==> src/rtl/systolic_result_drain_if.sv <==
// Result-drain bus: per-row result streams in, packed matrix_C out with valid/ready.
interface systolic_result_drain_if #(
  parameter int unsigned N = 4,
  parameter int unsigned W = 8
);
  logic [N*W-1:0]   row_data;
  logic [N-1:0]     row_valid;
  logic             c_ready;
  logic [N*N*W-1:0] matrix_C;
  logic             c_valid;

  modport master (output row_data, row_valid, c_ready, input matrix_C, c_valid);
  modport slave  (input row_data, row_valid, c_ready, output matrix_C, c_valid);
endinterface

==> src/rtl/systolic_result_drain.sv <==
// Deskews the east-edge row streams of the NxN systolic array into one matrix_C word.
// Optional arrival-skew checking is enabled with SYSTOLIC_DRAIN_SKEW_CHECK_EN.
module systolic_result_drain #(
  parameter int unsigned N       = 4,
  parameter int unsigned W       = 8,
  parameter int unsigned TIMEOUT = 16
) (
  input  logic                     clock,
  input  logic                     reset,
  systolic_result_drain_if.slave   bus,
  input  logic                     err_clear,
  output logic                     busy,
  output logic                     overflow,
  output logic                     timeout_err,
  output logic                     skew_err
);
  localparam int unsigned CW = $clog2(N + 1);
  localparam int unsigned IW = $clog2(TIMEOUT + 1);
  localparam int unsigned MW = N * N * W;

  typedef enum logic [1:0] {IDLE, COLLECT, HOLD} state_e;

  state_e               state_q, state_d;
  logic [N-1:0][CW-1:0] cnt_q, cnt_d;
  logic [MW-1:0]        stage_q, stage_d;
  logic [MW-1:0]        matrix_q, matrix_d;
  logic [IW-1:0]        idle_q, idle_d;
  logic                 c_valid_q, c_valid_d;
  logic                 busy_q, busy_d;
  logic                 overflow_q, overflow_d;
  logic                 timeout_q, timeout_d;
  logic [N-1:0]         acc;
  logic                 all_full;

  // Next-state, staging writes and error detection
  always_comb begin
    state_d    = state_q;
    cnt_d      = cnt_q;
    stage_d    = stage_q;
    matrix_d   = matrix_q;
    idle_d     = idle_q;
    c_valid_d  = c_valid_q;
    overflow_d = overflow_q & ~err_clear;
    timeout_d  = timeout_q & ~err_clear;
    acc        = '0;
    all_full   = 1'b1;
    case (state_q)
      IDLE, COLLECT: begin
        for (int i = 0; i < N; i++) begin
          if (bus.row_valid[i]) begin
            if (cnt_q[i] < CW'(N)) acc[i] = 1'b1;
            else                   overflow_d = 1'b1;
          end
        end
        for (int i = 0; i < N; i++) begin
          if (acc[i]) begin
            stage_d[(i*N + int'(cnt_q[i]))*W +: W] = bus.row_data[i*W +: W];
            cnt_d[i] = cnt_q[i] + CW'(1);
          end
          if (cnt_d[i] != CW'(N)) all_full = 1'b0;
        end
        if (all_full) begin
          matrix_d  = stage_d;
          c_valid_d = 1'b1;
          cnt_d     = '0;
          idle_d    = '0;
          state_d   = HOLD;
        end else if (|acc) begin
          idle_d  = '0;
          state_d = COLLECT;
        end else if (state_q == COLLECT && bus.row_valid == '0) begin
          // Abort a stalled frame; the last delivered matrix_C is kept
          if (idle_q == IW'(TIMEOUT - 1)) begin
            timeout_d = 1'b1;
            cnt_d     = '0;
            stage_d   = '0;
            idle_d    = '0;
            state_d   = IDLE;
          end else begin
            idle_d = idle_q + IW'(1);
          end
        end
      end
      HOLD: begin
        if (|bus.row_valid) overflow_d = 1'b1;
        if (bus.c_ready) begin
          c_valid_d = 1'b0;
          state_d   = IDLE;
        end
      end
      default: state_d = IDLE;
    endcase
    busy_d = (state_d == COLLECT);
  end

  always_ff @(posedge clock or negedge reset) begin
    if (!reset) begin
      state_q    <= IDLE;
      cnt_q      <= '0;
      stage_q    <= '0;
      matrix_q   <= '0;
      idle_q     <= '0;
      c_valid_q  <= 1'b0;
      busy_q     <= 1'b0;
      overflow_q <= 1'b0;
      timeout_q  <= 1'b0;
    end else begin
      state_q    <= state_d;
      cnt_q      <= cnt_d;
      stage_q    <= stage_d;
      matrix_q   <= matrix_d;
      idle_q     <= idle_d;
      c_valid_q  <= c_valid_d;
      busy_q     <= busy_d;
      overflow_q <= overflow_d;
      timeout_q  <= timeout_d;
    end
  end

`ifdef SYSTOLIC_DRAIN_SKEW_CHECK_EN
  logic [CW-1:0] since_q, since_d;
  logic [N-1:0]  prev_q, prev_d;
  logic          skew_q, skew_d;
  logic          row0_start;

  // since_q counts cycles from row 0's first element (saturating); prev_q marks last-cycle accepts
  always_comb begin
    skew_d     = skew_q & ~err_clear;
    since_d    = since_q;
    prev_d     = acc;
    row0_start = acc[0] && (cnt_q[0] == '0);
    if (row0_start)                               since_d = CW'(1);
    else if (cnt_q[0] != '0 && since_q < CW'(N))  since_d = since_q + CW'(1);
    for (int i = 0; i < N; i++) begin
      if (acc[i]) begin
        if (cnt_q[i] == '0) begin
          if (i == 0) begin
            for (int j = 1; j < N; j++)
              if (cnt_q[j] != '0) skew_d = 1'b1;
          end else if (cnt_q[0] == '0 && !row0_start) begin
            skew_d = 1'b1;
          end else if ((row0_start ? CW'(0) : since_q) != CW'(i)) begin
            skew_d = 1'b1;
          end
        end else if (!prev_q[i]) begin
          skew_d = 1'b1;
        end
      end
    end
  end

  always_ff @(posedge clock or negedge reset) begin
    if (!reset) begin
      since_q <= '0;
      prev_q  <= '0;
      skew_q  <= 1'b0;
    end else begin
      since_q <= since_d;
      prev_q  <= prev_d;
      skew_q  <= skew_d;
    end
  end

  assign skew_err = skew_q;
`else
  assign skew_err = 1'b0;
`endif

  assign bus.matrix_C = matrix_q;
  assign bus.c_valid  = c_valid_q;
  assign busy         = busy_q;
  assign overflow     = overflow_q;
  assign timeout_err  = timeout_q;
endmodule

==> src/flat_wrapper.sv <==
// flat-port wrapper written by rule: the top's interface ports become plain ports
module systolic_result_drain_flat 
#(
  parameter int unsigned N       = 4,
  parameter int unsigned W       = 8,
  parameter int unsigned TIMEOUT = 16
)
  (clock, reset, err_clear, busy, overflow, timeout_err, skew_err, bus_row_data, bus_row_valid, bus_c_ready, bus_matrix_C, bus_c_valid);
  systolic_result_drain_if #(.N(N), .W(W)) bus_i ();
  input  logic clock;
  input  logic reset;
  input  logic err_clear;
  output logic busy;
  output logic overflow;
  output logic timeout_err;
  output logic skew_err;
  input wire logic [$bits(bus_i.row_data)-1:0] bus_row_data;
  input wire logic [$bits(bus_i.row_valid)-1:0] bus_row_valid;
  input wire logic [$bits(bus_i.c_ready)-1:0] bus_c_ready;
  output wire logic [$bits(bus_i.matrix_C)-1:0] bus_matrix_C;
  output wire logic [$bits(bus_i.c_valid)-1:0] bus_c_valid;
  assign bus_i.row_data = bus_row_data;
  assign bus_i.row_valid = bus_row_valid;
  assign bus_i.c_ready = bus_c_ready;
  assign bus_matrix_C = bus_i.matrix_C;
  assign bus_c_valid = bus_i.c_valid;
  systolic_result_drain #(.N(N), .W(W), .TIMEOUT(TIMEOUT)) u_core (.clock(clock), .reset(reset), .bus(bus_i), .err_clear(err_clear), .busy(busy), .overflow(overflow), .timeout_err(timeout_err), .skew_err(skew_err));
endmodule
==> config.mk <==
export PLATFORM = sky130hd
export DESIGN_NAME = systolic_result_drain_flat
export DESIGN_NICKNAME = d
export VERILOG_FILES = /design/src/rtl/systolic_result_drain_if.sv /design/src/rtl/systolic_result_drain.sv /design/src/flat_wrapper.sv
export SDC_FILE = /design/constraint.sdc
export NUM_CORES = 1
export LEC_CHECK = 0
export BUFFER_PORTS_ARGS = -buffer_cell sky130_fd_sc_hd__buf_4
export CAP_MARGIN = 10
export CORE_ASPECT_RATIO = 0.5
export CORE_MARGIN = 2
export CORE_UTILIZATION = 50
export CTS_BUF_LIST = sky130_fd_sc_hd__clkbuf_4 sky130_fd_sc_hd__clkbuf_8 sky130_fd_sc_hd__clkbuf_16
export CTS_CLUSTER_SIZE = 28
export DETAILED_ROUTE_END_ITERATION = 10
export PLACE_DENSITY = 0.7
export SLEW_MARGIN = 15
export SYNTH_ARGS = -nofsm -noshare
export SYNTH_HDL_FRONTEND = slang
export SYNTH_SLANG_ARGS = --single-unit
==> constraint.sdc <==
create_clock -name clock -period 5.14 [get_ports clock]
set_clock_uncertainty 0.05 [all_clocks]
set_input_delay 0.257 -clock clock [delete_from_list [all_inputs] [get_ports clock]]
set_output_delay 0.257 -clock clock [all_outputs]
set_load 0.01 [all_outputs]
# --- Word level (Yosys, flattened, before mapping) ---
# Cells that the tools add are included.
op_classes:
  add_sub_neg: 12
  n_lt_le_gt_ge: 4
  eq_ne: 10
  n_shift: 8
  muxes: 72
  bitwise_logic: 3
  n_reduce_logical: 11
op_table:
  columns: ["op", "count"]
  rows:
  - ["2-to-1 mux 128 bit", 11]
  - ["bitwise mux 128 bit", 4]
  - ["variable shift 8 x 34 -> 128 bit, first input constant", 4]
  - ["variable part select 8 x 34 -> 128 bit", 4]
  - ["negation 32 -> 34 bit", 3]
  - ["2-to-1 mux 12 bit", 4]
  - ["negation 6 -> 34 bit", 1]
  - ["2-to-1 mux 1 bit", 33]
  - ["2-to-1 mux 3 bit", 8]
  - ["2-to-1 mux 5 bit", 4]
  - ["adder 3 x 1 -> 3 bit, second input constant", 4]
  - ["less-than comparator 3 bit, second input constant", 4]
  - ["inequality test 3 bit, second input constant", 4]
  - ["adder 4 x 3 -> 5 bit, first input constant", 2]
  - ["2-to-1 mux 2 bit", 5]
  - ["OR reduction 4 bit", 2]
  - ["adder 5 x 1 -> 5 bit, second input constant", 1]
  - ["equality test 5 x 4 -> 1 bit, second input constant", 1]
  - ["adder 3 x 3 -> 4 bit, first input constant", 1]
  - ["equality test 2 x 1 -> 1 bit, second input constant", 2]
  - ["logical NOT 4 bit", 1]
  - ["case mux 1 bit (2 select lines)", 2]
  - ["case mux 2 bit (2 select lines)", 1]
  - ["AND reduction 2 bit", 2]
  - ["other kinds (11)", 12]
totals:
  regBits: 279
  in_bits: 40
  output_inout_bits: 133
  elab_cells: 132

# --- Longest topological paths before layout ---
depth:
  depth_word: 18
  mapped_depth: 15
  ltp_nobuf: 9

# --- Worst setup path before layout ---
# OpenSTA, ideal clock, no wires.
synth_timing:
  path_type: "reg2reg"
  from: "register u_core.cnt_q[6] (netlist name)"
  to: "register u_core.matrix_q[20], in the netlist u_core.bus.matrix_C[20]"
  setup_ps: 137
  arrival_time_ps: 3387
  required_ps: 4953
  setup_slack_ps: 1566
  stages_incl_launch_ff: 15
  path_buffers: 7
  period_less_slack_ps: 3574
  path_cell_list: "dfrtp_1 -> clkbuf_1 -> buf_1 -> inv_1 -> ha_1 -> clkbuf_1 -> nor2b_1 -> clkbuf_1 -> mux2_2 -> nand4_1 -> nor3_1 -> clkbuf_1 -> clkbuf_1 -> buf_1 -> a21oi_1"
synth_via:
  elab_chain_len: 11
  elab_cells_between_ends: 21
  cone_classes: "3 x add/sub; 1 x order compare; 1 x eq/ne; 2 x shift; 13 x mux; 1 x reduce/logical"
synth_lines:
  columns: ["element", "line", "text"]
  rows:
  - ["from (decl)", "systolic_result_drain.sv:24", "logic [N-1:0][CW-1:0] cnt_q, cnt_d;"]
  - ["from (signal assigned)", "systolic_result_drain.sv:109", "cnt_q <= cnt_d;"]
  - ["parallel branches: the longest is 11 deep, another holds negation 32 -> 34 bit", null, null]
  - ["to (signal assigned)", "systolic_result_drain.sv:111", "matrix_q <= matrix_d;"]
  - ["to (decl)", "systolic_result_drain.sv:26", "logic [MW-1:0] matrix_q, matrix_d;"]
# Parallel ways; which one is timed is not known. The select of a mux whose other input is x is not followed.
# A chain may end at the register's enable or synchronous reset.

# --- Worst setup path after layout ---
layout_timing:
  from: "register u_core.cnt_q[6] (netlist name)"
  to: "register u_core.stage_q[4]"
layout_via:
  elab_chain_len: 12
  elab_cells_between_ends: 25
  cone_classes: "3 x add/sub; 1 x order compare; 1 x eq/ne; 2 x shift; 17 x mux; 1 x reduce/logical"
layout_lines:
  columns: ["element", "line", "text"]
  rows:
  - ["adder 4 x 3 -> 5 bit or less-than comparator 3 bit (tied branches)", "systolic_result_drain.sv:57, systolic_result_drain.sv:51", null]
  - ["negation 32 -> 34 bit or 2-to-1 mux 1 bit (tied branches)", "systolic_result_drain.sv:57, systolic_result_drain.sv:51", null]
  - ["variable part select 8 x 34 -> 128 bit, or another cell as far along", "systolic_result_drain.sv:57", "stage_d[(i*N + int'(cnt_q[i]))*W +: W] = bus.row_data[i*W +: W];"]
  - ["bitwise mux 128 bit or 2-to-1 mux 1 bit (tied branches)", "systolic_result_drain.sv:57, systolic_result_drain.sv:47", null]
  - ["2-to-1 mux 128 bit", "systolic_result_drain.sv:56", "if (acc[i]) begin"]
  - ["2-to-1 mux 128 bit", "systolic_result_drain.sv:47", "case (state_q)"]
  - ["bitwise mux 128 bit", "systolic_result_drain.sv:57", null]
  - ["2-to-1 mux 128 bit", "systolic_result_drain.sv:56", null]
  - ["2-to-1 mux 128 bit", "systolic_result_drain.sv:73", "if (idle_q == IW'(TIMEOUT - 1)) begin"]
  - ["2-to-1 mux 128 bit", "systolic_result_drain.sv:71", "end else if (state_q == COLLECT && bus.row_valid == '0) begin"]
  - ["2-to-1 mux 128 bit", "systolic_result_drain.sv:68", "end else if (|acc) begin"]
  - ["2-to-1 mux 128 bit *", "systolic_result_drain.sv:62", "if (all_full) begin"]
  - ["to (signal assigned)", "systolic_result_drain.sv:110", "stage_q <= stage_d;"]
  - ["to (decl)", "systolic_result_drain.sv:25", "logic [MW-1:0] stage_q, stage_d;"]
# Mark *: on every way between the ends. The rest lies on a longest branch, timed or not. The select of a mux whose other input is x is not followed.

==> results.yml <==
min_path:
  min_from: "bus_row_data[4]"
  min_delay_worst_endpoint: "u_core.stage_q[4]$_DFFE_PN0N_"
  worstHoldPathCells: 2
  hp-class: "input pin to register"
place:
  port-buffer-count: 171
  post-dp-hpwl_microns: 29700
  globalplace.congestion: 0.920
  detailed_place.area_sq_um: 15800
power_and_ir_drop:
  p_per_area_nw_per_um2: 561
  leakage_power_nw: 7.78
  vdd_ir_drop_max_uv: 308
worst_setup_path:
  type_of_element_capturing_the_critical_path: "register"
  r2r.worst_path.cells: 10
  rr_startpoint: "u_core.cnt_q[6]$_DFFE_PN0N_"
  critical_path_peak_fanout: 63
  critical_path_source: "u_core.cnt_q[6]$_DFFE_PN0N_"
  reg2reg_setup_slack_ns: 1.06
  path_cells: "inv_1 > ha_1 > nor2b_1 > mux2_2 > nand4_1 > or3_1 > buf_4 > nand2_2 > buf_12 > a32o_1"
  worst_path_max_delay_cell: "sky130_fd_sc_hd__dfrtp_1"
  worst_path_largest_cell_delay_ns: 0.84
  capture_point_of_the_worst_reg_to_reg_path: "u_core.stage_q[4]$_DFFE_PN0N_"
  crit_required_ns: 5.52
  worstSetupStartpointType: "register"
  worstPathArrival_ns: 4.45
  worst-setup-path-type: "register to register"
sta:
  finalWorstPathRequiredPeriod_ns: 4.08
  tightestPinTransition_ns: 1.14
  drv_slew: 0
  fmaxAchievable_mhz: 245
  final.period_utilization_pct: 79.3
  finalSetupTns_ns: 0
  setup_viol: 0
  relSlewSlack_pct: 23.5
  final_hold_viol_count: 0
  grt_setup_unrepaired: "false"
synthesis:
  synth.lib_cells_used.distinct: 60
  synthesis.instances: 1439
  mappedNetlistArea_sq_um: 14300
  yosys-top-cells-count: "sky130_fd_sc_hd__dfrtp_1, sky130_fd_sc_hd__nand2_1, sky130_fd_sc_hd__a21oi_1"
  synth_nets: 1499
  synth_simple_gate_area_share_pct: 15.3
  post_synth_main_area_contributors: "sky130_fd_sc_hd__dfrtp_1, sky130_fd_sc_hd__mux2_2, sky130_fd_sc_hd__nand2_1"
  synth_top_area_share_pct: 48.8
  synth-edff-count: 0
  postSynth.topFlopCell: "sky130_fd_sc_hd__dfrtp_1"
  synth_warnings: 0
  combinational_family_with_the_most_area_after_synthesis: "compound AO/OA/AOI/OAI gates"
  synth.avg_cell_area_sq_um: 9.94
  synth-xor-area-share_pct: 0.122
  synth_compound_area_share_pct: 18.5
  synth_seq_cells: 279
  synthArstFlopShare_pct: 100
  library_cell_with_the_highest_instance_count_after_synthesis: "sky130_fd_sc_hd__dfrtp_1"
  post_synth_mux_area_share_pct: 12.1
  synth_top_area_cell: "sky130_fd_sc_hd__dfrtp_1"
  seq_area_frac_synth_pct: 48.8
  post_synth_fa_ha_maj_area_fraction_pct: 1.75
clock_tree:
  max-clock-path-buffers: 3
  number_of_buffers_inserted_during_clock_tree_synthesis: 25
  clkLatencyLatePin_ns: 0.55
  tritoncts: "yes"
  clockRootBuffer: "sky130_fd_sc_hd__clkbuf_16"
  cts.sink_count: 279
  cts-hold-fix-buffers: 8
  worst_setup_hold_path_clk_slew_ns: 0.07
  post-cts-setup-buffers: 0
  cts_resized: 0
  cts_htree_levels: 1
routing:
  post-route-drc-count: 0
  first_iter_violations: 1313
  detailedRoute.firstPassIterationCount: 5
  finalWirelength_microns: 43000
  dr_total_vias: 12000
  post_drt_via_cell_ratio: 6.17
  antenna_violating_nets_post_route: 0
  avgRoutedWirePerCell_microns: 22.1
floorplan:
  die-area_sq_um: 30100
  design.portCount: 173
  dieHeight_microns: 124
  core_region_area_sq_um: 27900
  start_util_pct: 51.2
  die_x_microns: 243
  fp-row-count: 43
grt:
  track_usage_pct: 28.3
  grt_first_pass_wirelength_microns: 66300
  overflow: 0
  grtUsageMet1_pct: 40.8
  global_route_hottest_layer: "met2"
  antenna_found_initial: 0
  grt_pass1_vias: 11500
  grt_start_max_net_pins: 125
  met2_routing_resource_usage_after_global_routing_pct: 43.6
  grt_use_met3_pct: 5.86
layout:
  post_route_cells_drive_above_1_share_pct: 21.9
  cell_area_after_layout_sq_um: 16700
  n_antenna_cell: 0
  layout.nets: 1609
  synth_to_final_area_change_pct: 16.9
flow_run:
  drv_cap: 0
status:
  outcome: "finished, final reports clean"
kinds of logic (layout without fill, tap and decap cells):
family | count (synthesis) | after routing
compound gates | 388 | 388
xor+xnor | 2 | 2
simple gates | 463 | 463
flops | 279 | 279
buf+inv | 124 | 251
mux | 162 | 162
fa+ha+maj | 20 | 20
other cells | 1 | 1
registers in the layout, indices dropped and copies added (netlist names):
name / count
u_core.bus.c_valid: 1
u_core.bus.matrix_C: 128
u_core.busy: 1
u_core.cnt_q: 12
u_core.idle_q: 5
u_core.overflow: 1
u_core.stage_q: 128
u_core.state_q: 2
u_core.timeout_err: 1
cell type report:
type	instances	area [sq um]
flip-flops and latches	279	6990
clock buffers	37	741
inverters	16	60.1
fillers	2334	11200
multi-input cells	1036	6860
clock inverters	7	118
repair buffers	191	1490
well taps	382	478
worst max path at each step:
stage / endpoint / slack, ns / cells after the start
3_3_place_gp: u_core.stage_q[7]$_DFFE_PN0N_ / 1.37 / 10
5_1_grt: u_core.stage_q[4]$_DFFE_PN0N_ / 0.78 / 10
3_5_place_dp: u_core.stage_q[4]$_DFFE_PN0N_ / 1.18 / 10
6_report: u_core.stage_q[4]$_DFFE_PN0N_ / 1.06 / 10
4_1_cts: u_core.stage_q[4]$_DFFE_PN0N_ / 1.13 / 10
2_1_floorplan: u_core.bus.matrix_C[20]$_DFFE_PN0P_ / 1.57 / 14
critical path: cells and delay by family (launching register included):
kind	cells	cell delay, ns
mux	1	0.30
compound gates	1	0.29
fa+ha+maj	1	0.70
simple gates	4	0.83
flops	1	0.84
buf+inv	3	0.91
placed cells by master, fill, tap and decap left out, types with 9 or more instances in the layout:
master,synthesis,layout
sky130_fd_sc_hd__nand4_1,25,25
sky130_fd_sc_hd__a32oi_1,28,28
sky130_fd_sc_hd__nor2_1,60,59
sky130_fd_sc_hd__a31oi_1,13,13
sky130_fd_sc_hd__mux2i_1,75,75
sky130_fd_sc_hd__buf_4,1,180
sky130_fd_sc_hd__a21o_1,10,10
sky130_fd_sc_hd__inv_1,16,16
sky130_fd_sc_hd__ha_1,20,20
sky130_fd_sc_hd__dfrtp_1,279,278
sky130_fd_sc_hd__nand2_1,201,200
sky130_fd_sc_hd__o21ai_0,87,87
sky130_fd_sc_hd__clkbuf_16,0,25
sky130_fd_sc_hd__o221a_2,11,11
sky130_fd_sc_hd__o21ai_1,10,10
sky130_fd_sc_hd__nand3_1,79,79
sky130_fd_sc_hd__nor2b_1,24,24
sky130_fd_sc_hd__nand2b_1,11,11
sky130_fd_sc_hd__a22o_1,75,75
sky130_fd_sc_hd__and3_1,9,9
sky130_fd_sc_hd__mux2_2,87,87
sky130_fd_sc_hd__and2_1,26,26
sky130_fd_sc_hd__a21oi_1,107,107
per-stage QoR:
stage               cells  power, W  worst slack [ns]  hold WS (ns)  util, %
finish               1948   0.00939              1.06        0.0335     59.9
global route         1948   0.00994             0.776        0.0350     59.9
CTS                  1948   0.00936              1.13        0.0172     59.9
detailed placement   1896   0.00735              1.18         0.256     56.5
global placement     1896   0.00721              1.37         0.245     56.5
floorplan            1439   0.00588              1.57       -0.0886        -
layer usage:
metal	part of all wire [%]	vias up
met2	44	572
met5	0	-
met3	9.4	77
met1	44	5905
met4	2.7	0
li1	-	5462
power by group:
group          internal (W)  switching (W)
Sequential          0.00302       0.000585
Combinational       0.00164        0.00214
Clock               0.00115       0.000850
Total               0.00581        0.00358
No activity file was read; power rests on OpenSTA's default activity.
